### src/rtl/axi_lite_regfile_slave.sv
// AXI4-Lite slave backed by a DEPTH-word register file.
// AW and W are captured into one-beat holds independently; a write commits once both are held.
module axi_lite_regfile_slave #(
  parameter int                DATA_W    = 32,
  parameter int                ADDR_W    = 8,
  parameter int                DEPTH     = 16,
  parameter logic [DATA_W-1:0] RESET_VAL = '0
) (
  input  logic                clk,
  input  logic                rst_n,
  input  logic                awvalid,
  output logic                awready,
  input  logic [ADDR_W-1:0]   awaddr,
  input  logic                wvalid,
  output logic                wready,
  input  logic [DATA_W-1:0]   w_data,
  input  logic [DATA_W/8-1:0] wstrb,
  output logic                bvalid,
  input  logic                bready,
  output logic [1:0]          bresp,
  input  logic                arvalid,
  output logic                arready,
  input  logic [ADDR_W-1:0]   araddr,
  output logic                rvalid,
  input  logic                rready,
  output logic [DATA_W-1:0]   r_data,
  output logic [1:0]          rresp
);

  localparam int              NB      = DATA_W / 8;
  localparam int              BYTE_SH = $clog2(NB);
  localparam int              IDX_W   = (DEPTH > 1) ? $clog2(DEPTH) : 1;
  localparam logic [ADDR_W:0] DEPTH_L = (ADDR_W + 1)'(DEPTH);
  localparam logic [1:0]      OKAY    = 2'b00;
  localparam logic [1:0]      SLVERR  = 2'b10;

  logic              live;
  logic              aw_full;
  logic              w_full;
  logic [ADDR_W-1:0] aw_addr_q;
  logic [DATA_W-1:0] w_data_q;
  logic [NB-1:0]     w_strb_q;
  logic [DATA_W-1:0] mem [DEPTH];

  logic [ADDR_W-1:0] aw_idx;
  logic [ADDR_W-1:0] ar_idx;
  logic              aw_in_range;
  logic              ar_in_range;
  logic              commit;

  assign aw_idx      = aw_addr_q >> BYTE_SH;
  assign ar_idx      = araddr >> BYTE_SH;
  assign aw_in_range = {1'b0, aw_idx} < DEPTH_L;
  assign ar_in_range = {1'b0, ar_idx} < DEPTH_L;

  // Readies stay low through reset and come up the cycle after release.
  assign awready = live & ~aw_full;
  assign wready  = live & ~w_full;
  assign arready = live & ~rvalid;

  // A pending B response blocks the next commit unless it retires this cycle.
  assign commit = aw_full & w_full & (~bvalid | bready);

  always_ff @(posedge clk) begin
    if (!rst_n) begin
      live      <= 1'b0;
      aw_full   <= 1'b0;
      w_full    <= 1'b0;
      aw_addr_q <= '0;
      w_data_q  <= '0;
      w_strb_q  <= '0;
      bvalid    <= 1'b0;
      bresp     <= OKAY;
      rvalid    <= 1'b0;
      r_data    <= '0;
      rresp     <= OKAY;
      for (int i = 0; i < DEPTH; i++) mem[i] <= RESET_VAL;
    end else begin
      live <= 1'b1;

      if (awvalid && awready) begin
        aw_full   <= 1'b1;
        aw_addr_q <= awaddr;
      end
      if (wvalid && wready) begin
        w_full   <= 1'b1;
        w_data_q <= w_data;
        w_strb_q <= wstrb;
      end

      if (commit) begin
        aw_full <= 1'b0;
        w_full  <= 1'b0;
        bvalid  <= 1'b1;
        bresp   <= aw_in_range ? OKAY : SLVERR;
        if (aw_in_range) begin
          for (int b = 0; b < NB; b++)
            if (w_strb_q[b]) mem[aw_idx[IDX_W-1:0]][b*8 +: 8] <= w_data_q[b*8 +: 8];
        end
      end else if (bvalid && bready) begin
        bvalid <= 1'b0;
      end

      // Non-blocking update means a same-cycle commit is not seen by this read.
      if (arvalid && arready) begin
        rvalid <= 1'b1;
        r_data <= ar_in_range ? mem[ar_idx[IDX_W-1:0]] : '0;
        rresp  <= ar_in_range ? OKAY : SLVERR;
      end else if (rvalid && rready) begin
        rvalid <= 1'b0;
      end
    end
  end

endmodule
### config.mk
export PLATFORM = sky130hd
export DESIGN_NAME = axi_lite_regfile_slave
export DESIGN_NICKNAME = d
export VERILOG_FILES = /design/src/rtl/axi_lite_regfile_slave.sv
export SDC_FILE = /design/constraint.sdc
export NUM_CORES = 1
export LEC_CHECK = 0
export CAP_MARGIN = 20
export CORE_ASPECT_RATIO = 0.8
export CORE_MARGIN = 8
export CORE_UTILIZATION = 33
export CTS_BUF_LIST = sky130_fd_sc_hd__clkbuf_8
export DETAILED_ROUTE_END_ITERATION = 10
export PLACE_DENSITY = 0.45
export SLEW_MARGIN = 10
export SYNTH_ARGS = -nofsm -noshare
export SYNTH_HDL_FRONTEND = slang
export SYNTH_SLANG_ARGS = --single-unit
### constraint.sdc
create_clock -name clk -period 6.5 [get_ports clk]
set_input_delay 0.975 -clock clk [delete_from_list [all_inputs] [get_ports clk]]
set_output_delay 0.975 -clock clk [all_outputs]
set_load 0.02 [all_outputs]
==> summary.txt, run 1 <==
Run status
  • Status: finished, final reports clean

CTS
  • CTS tree: built
  • CTS H-tree lvls: 3
  • Number of instances resized during post-cts repair: 0
  • Clk sinks: 593
  • Post-CTS Setup Bufs: 0
  • Root buffer cell: clkbuf_8
  • Clk_lat worst skew: around 0.71 ns
  • TritonCTS Buffers: 98
  • Worst-path clk slew: roughly 0.06 ns
  • CTS Hold Buffers Added: 0
  • Worst-case clock buffer depth: 3

Global route
  • GR peak layer: met2
  • GR Util met3: 4.034%
  • Vias in the first global route: 17,080
  • Antenna violations before repair: 2
  • Met1 Use GR: 25.93%
  • First-pass GRT wire length: 115,300 µm
  • Largest net degree at the start of global routing: 74
  • GR Overflow Total: 0
  • Total GRT Usage: about 18%
  • Met2 Use GR: 26.36%

Routing
  • DRC violations left: 0
  • Post-Route WL: 77,380 µm
  • WL per Instance: 25.34 µm
  • Initial DRC Count: 1,500
  • Via count: approximately 17,000
  • Post-DR vias/cell: 5.409
  • Final ANT Viol Nets: 0
  • Drt first pass iters: 5

Logic synthesis
  • Most common flop cell mapped by yosys: edfxtp_1
  • Commonest cells in the netlist: edfxtp_1, nor3_1, clkbuf_1
  • Synth top area cells: edfxtp_1, mux4_2, nor3_1, dfxtp_1, mux2i_1
  • Syn Area/Cell: 13.95 µm²
  • Leading area contributor after synthesis: edfxtp_1
  • Ys async rst share: 0%
  • Post-Syn Area: around 0.026 mm²
  • Mapped Cells: 1,856
  • Synth cell types: 30
  • Yosys warns: 0
  • Synth Register Bits: 593
  • Seq/Total Area, Yosys: 65.65%
  • EDFF count, synth: 512
  • Synth top area share: 59.39%

Finish
  • Final instance area: 0.02979 mm²
  • Finished Layout Cells: between 3,000 and 4,000
  • Syn-to-layout area delta: 15.08%
  • Core Util, Final: 38.06%
  • # diodes: 0
  • Final net count: around 2,000
  • Fraction of layout cells with a size suffix above 1: 18.42%

Floorplanning
  • Vertical die dimension: about 270 µm
  • Io pins: 100
  • Rows: 92
  • Starting density of the core: 33.08%
  • Core ar.: approximately 0.078 mm²
  • Die area: 0.08773 mm²
  • Chip Width: ~330 µm

Worst hold path
  • End of the worst hold path: w_data_q[24]
  • Min-Delay Path Depth: 2
  • HP Start: w_data_q[24]
  • Min-delay worst type: flip-flop to flip-flop

Placed design
  • Placed cell area: 0.02792 mm²
  • Routability congestion estimate: 0.7299
  • Post-detail-place hpwl: 45,660 µm
  • Placed Instances: 2,866
  • Port bufs: 93

Power and ir drop
  • Static Leakage: 9.628 nW
  • Gate power share: 7.4%
  • Clock power share: about 39%
  • Int Power: 0.006044 W
  • P per Cell Area: 269.0 mW/mm²
  • Switching pwr: approximately 0.002 W
  • Seq pwr share: between 50 and 60%
  • Sw frac: between 20% and 30%
  • Peak VDD IR: 0.1264 mV

STA
  • Clock Skews: around 0.04 ns
  • RSZ-0062 raised after global routing: no
  • Min cycle time layout: ~3.8 ns
  • Final slew viol count: 0
  • Worst slew pin tran: around 1.0 ns
  • Setup-failing EPs final: 0
  • Maximum clock rate: 265.1 MHz
  • Setup TNS: 0 ns
  • Period utilization: 58.02%
  • Rel. slew slack: 30.41%
  • Final hold vios: 0
  • Min Hold Slack: around 0.45 ns

Setup path
  • Critical Path Max Stage Delay: 0.84 ns
  • Most used cell along the critical path: buf_4
  • Worst r2r dst: mem[4][5]
  • R2R depth: 5
  • Startpoint Class: input pin
  • WP data required: 6.93 ns
  • CP max-delay cell: nand4_4
  • RR Startpoint: w_full
  • Critical path type: input pin to flip-flop
  • Max FO, Critical Path: 62
  • Critical Path, Cell by Cell: clkdlybuf4s50_1 > nand2b_1 > nand4_4 > buf_4 > o21ai_0 > buf_4
  • Worst Path Arrival: 4.20 ns
  • Flop-to-flop setup slack: ~3 ns
  • Crit end category: flip-flop

Job
  • # Max-Cap Violations: 0
-- area by class of cell --
class,count,area (µm²)
inverter,33,123.9
tap,1034,1294
clock buffer,113,1555
clock inverter,72,301.5
timing repair buffer,198,1722
sequential,593,17000
fill,7498,48480
multi-input combinational,1011,7801
-- critical path, delay by kind of cell --
family,cells,cell delay [ns]
AO/OA/AOI/OAI,1,0.57
AND/OR/NAND/NOR,2,1.31
buffers and inverters,3,1.28
-- power groups by stage --
stage	Combinational, W	Clock, W	Sequential [W]
final	0.000596	0.00313	0.00429
after global routing	0.000639	0.00338	0.00430
after CTS	0.000604	0.00322	0.00429
after detailed placement	0.000603	0	0.00437
after global placement	0.000601	0	0.00436
after floorplan	0.000357	0	0.00435
-- worst max path at each step --
stage | from | end | slack [ns] | cells past startpoint
finish | bready | mem[4][5] | 2.73 | 6
global route | bready | mem[6][31] | 2.58 | 6
CTS | bready | mem[4][5] | 2.81 | 6
detailed placement | bready | mem[4][7] | 2.02 | 6
global placement | bready | mem[4][13] | 1.78 | 5
floorplan | rst_n | mem[3][10] | 3.79 | 5
-- cell usage in the layout (no fill, tap or decap), types with 2 or more instances in the layout --
cell type	netlist	final
clkinv_1	0	17
nand2_1	82	82
clkinvlp_4	0	4
o21ai_0	64	62
buf_4	5	102
nand3_1	38	32
and2_1	5	5
buf_2	55	3
o221ai_1	32	32
nor2_1	13	13
mux4_2	128	128
mux2i_1	70	70
dfxtp_1	81	81
nor2b_1	7	7
inv_1	33	78
o21ai_1	0	2
a21oi_1	40	40
nand4_4	4	4
conb_1	1	2
nand2b_1	2	2
clkinv_2	0	3
edfxtp_1	512	512
nand3_2	0	6
nand4_1	2	2
nor3_1	512	512
clkdlybuf4s50_1	0	89
clkbuf_8	0	114
nand3b_1	3	3
-- metal layers --
metal	part of all wire, %	wire [µm]
met5	0.017	13
met4	1.5	1195
met3	6.6	5093
met2	44	34180
met1	48	36900
-- state kept, by name, indices dropped and copies added, names as in the netlist --
name,count
aw_addr_q,6
aw_full,1
rresp,1
mem,512
live,1
r_data,32
bvalid,1
bresp,1
w_full,1
w_data_q,32
w_strb_q,4
rvalid,1
-- cells by family (layout without fill, tap and decap cells) --
kind of cell           after synthesis  count (layout)  synth area share, %
flip-flops                         593             593                65.65
AO/OA/AOI/OAI                      139             139                3.185
multiplexers                       198             198                13.84
other                                1               2              0.01448
buffers and inverters              253             416                4.354
AND/OR/NAND/NOR                    672             672                12.96
-- per-stage QoR --
| step | worst slack [ns] | total power (W) |
|---|---|---|
| final | 2.728 | 0.008016 |
| after global routing | 2.578 | 0.008319 |
| after CTS | 2.809 | 0.008114 |
| after detailed placement | 2.022 | 0.004972 |
| after global placement | 1.781 | 0.004964 |
| after floorplan | 3.791 | 0.004709 |
Note: power is estimated with default switching activity, not from simulation.
==> inputs of run 2 (changes only) <==
Settings changed: PLACE_DENSITY 0.45 to 0.47.
Clock period 6.5 ns to 3.05 ns, I/O delays scaled along.
==> summary.txt, run 2 (synthesis results as in run 1) <==
Run status
  • Status: finished, final reports clean

Worst hold path
  • Min-delay worst type: input pin to flip-flop
  • End of the worst hold path: live
  • Min-Delay Path Depth: 1 (-1)
  • HP Start: rst_n

Setup path
  • Startpoint Class: flip-flop
  • Crit end category: output port
  • R2R depth: 5 (unchanged)
  • Critical path type: flip-flop to output port
  • WP data required: 2.59 ns (-4.34 ns)
  • Max FO, Critical Path: 9 (-85%)
  • Worst r2r dst: mem[1][11]
  • RR Startpoint: aw_addr_q[2]
  • Flop-to-flop setup slack: 0.75 ns (-2.29 ns)
  • Worst Path Arrival: 1.94 ns (-2.26 ns)

Global route
  • Antenna violations before repair: 1 (-1)
  • First-pass GRT wire length: 114,100 µm (-0.99%)
  • Total GRT Usage: 17.24% (-0.33 points)
  • GR Overflow Total: 0 (unchanged)
  • Vias in the first global route: 17,410 (+1.9%)
  • Largest net degree at the start of global routing: 92 (+24%)

CTS
  • Root buffer cell: clkbuf_8
  • Clk_lat worst skew: 0.69 ns (-0.02 ns)
  • TritonCTS Buffers: 102 (+4.1%)
  • CTS tree: built
  • Number of instances resized during post-cts repair: 0 (unchanged)
  • CTS H-tree lvls: 3 (unchanged)
  • Worst-case clock buffer depth: 3 (unchanged)
  • Post-CTS Setup Bufs: 0 (unchanged)
  • CTS Hold Buffers Added: 0 (unchanged)
  • Worst-path clk slew: 0.06 ns (about the same)
  • Clk sinks: 593 (unchanged)

STA
  • Setup-failing EPs final: 0 (unchanged)
  • Clock Skews: 0.01817 ns (-0.02282 ns)
  • Final hold vios: 0 (unchanged)
  • Period utilization: between 70 and 80%
  • Rel. slew slack: 50.93% (+21 points)
  • Min Hold Slack: 0.1691 ns (-0.2844 ns)
  • Setup TNS: 0 ns (unchanged)
  • Final slew viol count: 0 (unchanged)
  • Min cycle time layout: between 2 and 2.5 ns
  • Maximum clock rate: 417.8 MHz
  • Worst slew pin tran: 0.7352 ns (-0.3087 ns)
  • RSZ-0062 raised after global routing: no

Power and ir drop
  • Static Leakage: 10.03 nW (+4.2%)
  • Int Power: 0.01324 W (+120%)
  • P per Cell Area: 570.4 mW/mm² (+110%)
  • Clock power share: 40.0% (+0.9 points)
  • Switching pwr: 0.004194 W (+110%)
  • Seq pwr share: 52.4% (-1.1 points)
  • Sw frac: 24.06% (-0.54 points)
  • Gate power share: 7.5% (about the same)
  • Peak VDD IR: 0.3103 mV (+150%)

Finish
  • Fraction of layout cells with a size suffix above 1: 21.27% (+2.9 points)
  • Max FFs per register: 512 (unchanged)
  • Biggest regs: mem (512), r_data (32), w_data_q (32)
  • Top reg by flops: mem
  • Most frequent cells in the layout: nor3_1, edfxtp_1, buf_4
  • Final net count: 2,058 (+3.2%)
  • Finished Layout Cells: 3,122 (+2.2%)
  • Syn-to-layout area delta: 18.04%

Routing
  • DRC violations left: 0 (unchanged)
  • Post-DR vias/cell: 5.355 (-1.0%)
  • WL per Instance: 24.35 µm (-3.9%)
  • Drt first pass iters: 5 (unchanged)
  • Post-Route WL: 76,010 µm (-1.8%)
  • Final ANT Viol Nets: 0 (unchanged)
  • Via count: 16,720 (+1.2%)
  • Initial DRC Count: 1,203 (-20%)

Floorplanning
  • Io pins: 100 (unchanged)
  • Core ar.: 0.07828 mm² (unchanged)
  • Die area: 0.08773 mm² (unchanged)
  • Vertical die dimension: 266.5 µm (unchanged)
  • Rows: 92 (unchanged)
  • Starting density of the core: 33.08% (unchanged)
  • Chip Width: 329.2 µm (unchanged)

Placed design
  • Routability congestion estimate: 0.7530 (+3.2%)
  • Post-detail-place hpwl: 47,410 µm (+3.8%)
  • Port bufs: 93 (unchanged)
  • Placed Instances: 2,929 (+2.2%)

Job
  • # Max-Cap Violations: 0 (unchanged)
==> run 2: cell types whose count changed in the layout (fill, tap and decap cells not counted), sizes merged <==
cell and change:
bufinv +1, clkinv +7, diode +1, buf +61, clkinvlp -1, inv -8, clkbuf +7
==> run 2: stage by stage <==
stage          utilization, %  worst slack, ns  total power [W]  cell area, µm²
2_1_floorplan               -           0.8589          0.01004           25890
3_3_place_gp            36.50           0.3691          0.01062           28570
3_5_place_dp            36.50           0.3307          0.01064           28570
4_1_cts                 39.04           0.6023          0.01763           30560
5_1_grt                 39.04           0.5035          0.01807           30560
6_report                39.04           0.6568          0.01743           30560
==> run 2: final cells by class <==
type                       count  area (µm²)
multi-input combinational   1011        7801
inverter                      33       123.9
clock buffer                 121        1665
timing repair buffer         258        2357
fill                        7402       47720
antenna                        1       2.502
clock inverter                71       319.1
tap                         1034        1294
sequential                   593       17000
==> run 2: worst max-delay path by stage <==
stage | to | slack (ns) | cells past startpoint | from
after floorplan | mem[3][10] | 0.86 | 5 | rst_n
after global placement | mem[6][7] | 0.37 | 5 | bready
after detailed placement | mem[15][1] | 0.33 | 5 | bready
after CTS | awready | 0.60 | 2 | live
after global routing | mem[15][1] | 0.50 | 4 | w_full
final | awready | 0.66 | 2 | live
==> run 2: worst max-delay path, cell delays in order, from the launching register on <==
cell,delay [ns]
dfxtp_1,0.47
nor2b_1,0.17
clkdlybuf4s50_1,0.62
==> run 2: power groups by stage <==
| stage | combinational, W | sequential [W] | clock, W |
|---|---|---|---|
| after global placement | 0.00132 | 0.00929 | 0 |
| after global routing | 0.00141 | 0.00916 | 0.00750 |
| final | 0.00131 | 0.00914 | 0.00698 |
| after floorplan | 0.000760 | 0.00928 | 0 |
| after detailed placement | 0.00133 | 0.00931 | 0 |
| after CTS | 0.00134 | 0.00914 | 0.00716 |
==> run 2: per-layer routing <==
metal | GRT usage [%] | up-vias | wire length [µm]
met3 | 3.442 | 109 | 4959
met1 | 26.04 | 8530 | 36650
met2 | 25.39 | 562 | 33050
li1 | - | 7517 | -
met5 | 0 | - | 0
met4 | 3.972 | 0 | 1348
==> inputs of run 3 (changes only) <==
Settings changed: PLACE_DENSITY 0.47 to 0.45.
Clock period 3.05 ns to 2.4 ns, I/O delays scaled along.
==> summary.txt, run 3 (synthesis results as in run 1) <==
Worst hold path
  • Min-delay worst type: input pin to flip-flop
  • End of the worst hold path: r_data[0]
  • HP Start: rst_n
  • Min-Delay Path Depth: 3 (+2)

Setup path
  • Max FO, Critical Path: 9 (unchanged)
  • Worst Path Arrival: 1.86 ns (-0.08 ns)
  • Critical path type: flip-flop to output port
  • Critical Path, Cell by Cell: nor2b_1 > clkdlybuf4s50_1
  • R2R depth: 5 (unchanged)
  • WP data required: 2.04 ns (-0.55 ns)
  • RR Startpoint: w_full
  • Worst Setup SP: live
  • CP max-delay cell: clkdlybuf4s50_1
  • Flop-to-flop setup slack: 0.22 ns (-0.53 ns)
  • Crit end category: output port
  • Critical Path Max Stage Delay: 0.63 ns (about the same)
  • Startpoint Class: flip-flop
  • Worst r2r dst: mem[6][0]

STA
  • Final slew viol count: 0 (unchanged)
  • RSZ-0062 raised after global routing: no
  • Setup-failing EPs final: 0 (unchanged)
  • Min cycle time layout: 2.216 ns
  • Min Hold Slack: 0.09875 ns (-0.07032 ns)
  • Rel. slew slack: 50.27% (-0.66 points)
  • Maximum clock rate: 451.2 MHz
  • Final hold vios: 0 (unchanged)
  • Period utilization: 92.35%
  • Clock Skews: 0.02700 ns (+0.008837 ns)
  • Worst setup margin: 0.1837 ns (-0.4731 ns)
  • Worst slew pin tran: 0.7451 ns (+0.009931 ns)
  • Setup TNS: 0 ns (unchanged)

Finish
  • Top reg by flops: mem
  • Syn-to-layout area delta: 19.32%
  • Area occupied by registers: 0.01700 mm² (about the same)
  • Max FFs per register: 512 (unchanged)
  • Final instance area: 0.03089 mm² (+1.1%)
  • Fillers: 7,389 (-0.18%)
  • Most frequent cells in the layout: nor3_1, edfxtp_1, buf_4
  • Multi-input gate area: 0.007801 mm² (unchanged)
  • Final net count: 2,082 (+1.2%)
  • # diodes: 0 (-1)
  • Fraction of layout cells with a size suffix above 1: 22.44% (+1.2 points)
  • Biggest regs: mem (512), r_data (32), w_data_q (32)

CTS
  • CTS Hold Buffers Added: 0 (unchanged)
  • CTS H-tree lvls: 3 (unchanged)
  • Worst-path clk slew: 0.06 ns (about the same)
  • Clk sinks: 593 (unchanged)
  • Worst-case clock buffer depth: 3 (unchanged)
  • CTS tree: built
  • Clk_lat worst skew: 0.70 ns (about the same)
  • TritonCTS Buffers: 101 (-0.98%)
  • Root buffer cell: clkbuf_8

Floorplanning
  • Starting density of the core: 33.08% (unchanged)
  • Core ar.: 0.07828 mm² (unchanged)
  • Vertical die dimension: 266.5 µm (unchanged)
  • Die area: 0.08773 mm² (unchanged)
  • Rows: 92 (unchanged)
  • Io pins: 100 (unchanged)
  • Chip Width: 329.2 µm (unchanged)

Power and ir drop
  • Pwr Total: 0.02211 W (+27%)
  • P per Cell Area: 715.7 mW/mm² (+25%)
  • Static Leakage: 10.20 nW (+1.7%)
  • Peak VDD IR: 0.3427 mV (+10%)

Routing
  • Final ANT Viol Nets: 0 (unchanged)
  • Initial DRC Count: 1,365 (+13%)
  • Post-DR vias/cell: 5.322 (-0.61%)
  • Drt first pass iters: 5 (unchanged)
  • Post-Route WL: 76,480 µm (+0.62%)
  • DRC violations left: 0 (unchanged)
  • WL per Instance: 24.34 µm (about the same)
  • Via count: 16,720 (+0.024%)

Global route
  • Vias in the first global route: 17,270 (-0.79%)
  • GR Overflow Total: 0 (unchanged)
  • Largest net degree at the start of global routing: 53 (-42%)
  • First-pass GRT wire length: 114,100 µm (about the same)
  • Antenna violations before repair: 0 (-1)
  • Total GRT Usage: 17.35% (+0.12 points)

Placed design
  • Port bufs: 93 (unchanged)
  • Pre-CTS WS: 0.1056 ns (-0.2251 ns)
  • Placed cell area: 0.02896 mm² (+1.4%)
  • Routability congestion estimate: 0.7250 (-3.7%)
  • Post-detail-place hpwl: 46,980 µm (-0.91%)

Run status
  • Status: finished, final reports clean

Job
  • # Max-Cap Violations: 0 (unchanged)
[run 3: critical path: cells and delay by family (launching register included)]
kind / cells / cell delay, ns
buffers and inverters: 1 / 0.63
DFF: 1 / 0.39
and+or+nand+nor: 1 / 0.16
[run 3: layer usage]
layer | GRT usage, % | part of all wire [%] | vias up
li1 | - | - | 7558
met1 | 24.84 | 46 | 8547
met2 | 26.80 | 45 | 529
met3 | 4.404 | 6.8 | 88
met4 | 3.308 | 1.5 | 0
met5 | 0 | 0 | -
[run 3: area by class of cell]
cell class | instances | area share, %
clock buffer | 116 | 5.168
clock inverter | 72 | 1.085
inverter | 33 | 0.4010
multi-input combinational | 1011 | 25.25
sequential | 593 | 55.02
tap | 1034 | 4.188
timing repair buffer | 283 | 8.882
[run 3: worst max-delay path by stage]
| stage | end |
|---|---|
| after floorplan | mem[3][10] |
| after global placement | mem[6][4] |
| after detailed placement | mem[6][4] |
| after CTS | wready |
| after global routing | wready |
| final | wready |
[run 3: timing repair]
action / CTS / global route
setup endpoints to repair: 1 / 2
setup buffers: 0 / 0
gates resized for setup: 1 / 1
[run 3: stage by stage]
step	instances	util [%]
2_1_floorplan	1857	-
3_3_place_gp	2954	37.00
3_5_place_dp	2954	37.00
4_1_cts	3142	39.46
5_1_grt	3142	39.47
6_report	3142	39.47
[run 3: where the power goes]
part / internal, W / switching, W
Clock: 0.00452 / 0.00425
Combinational: 0.000699 / 0.00104
Sequential: 0.0115 / 0.000113
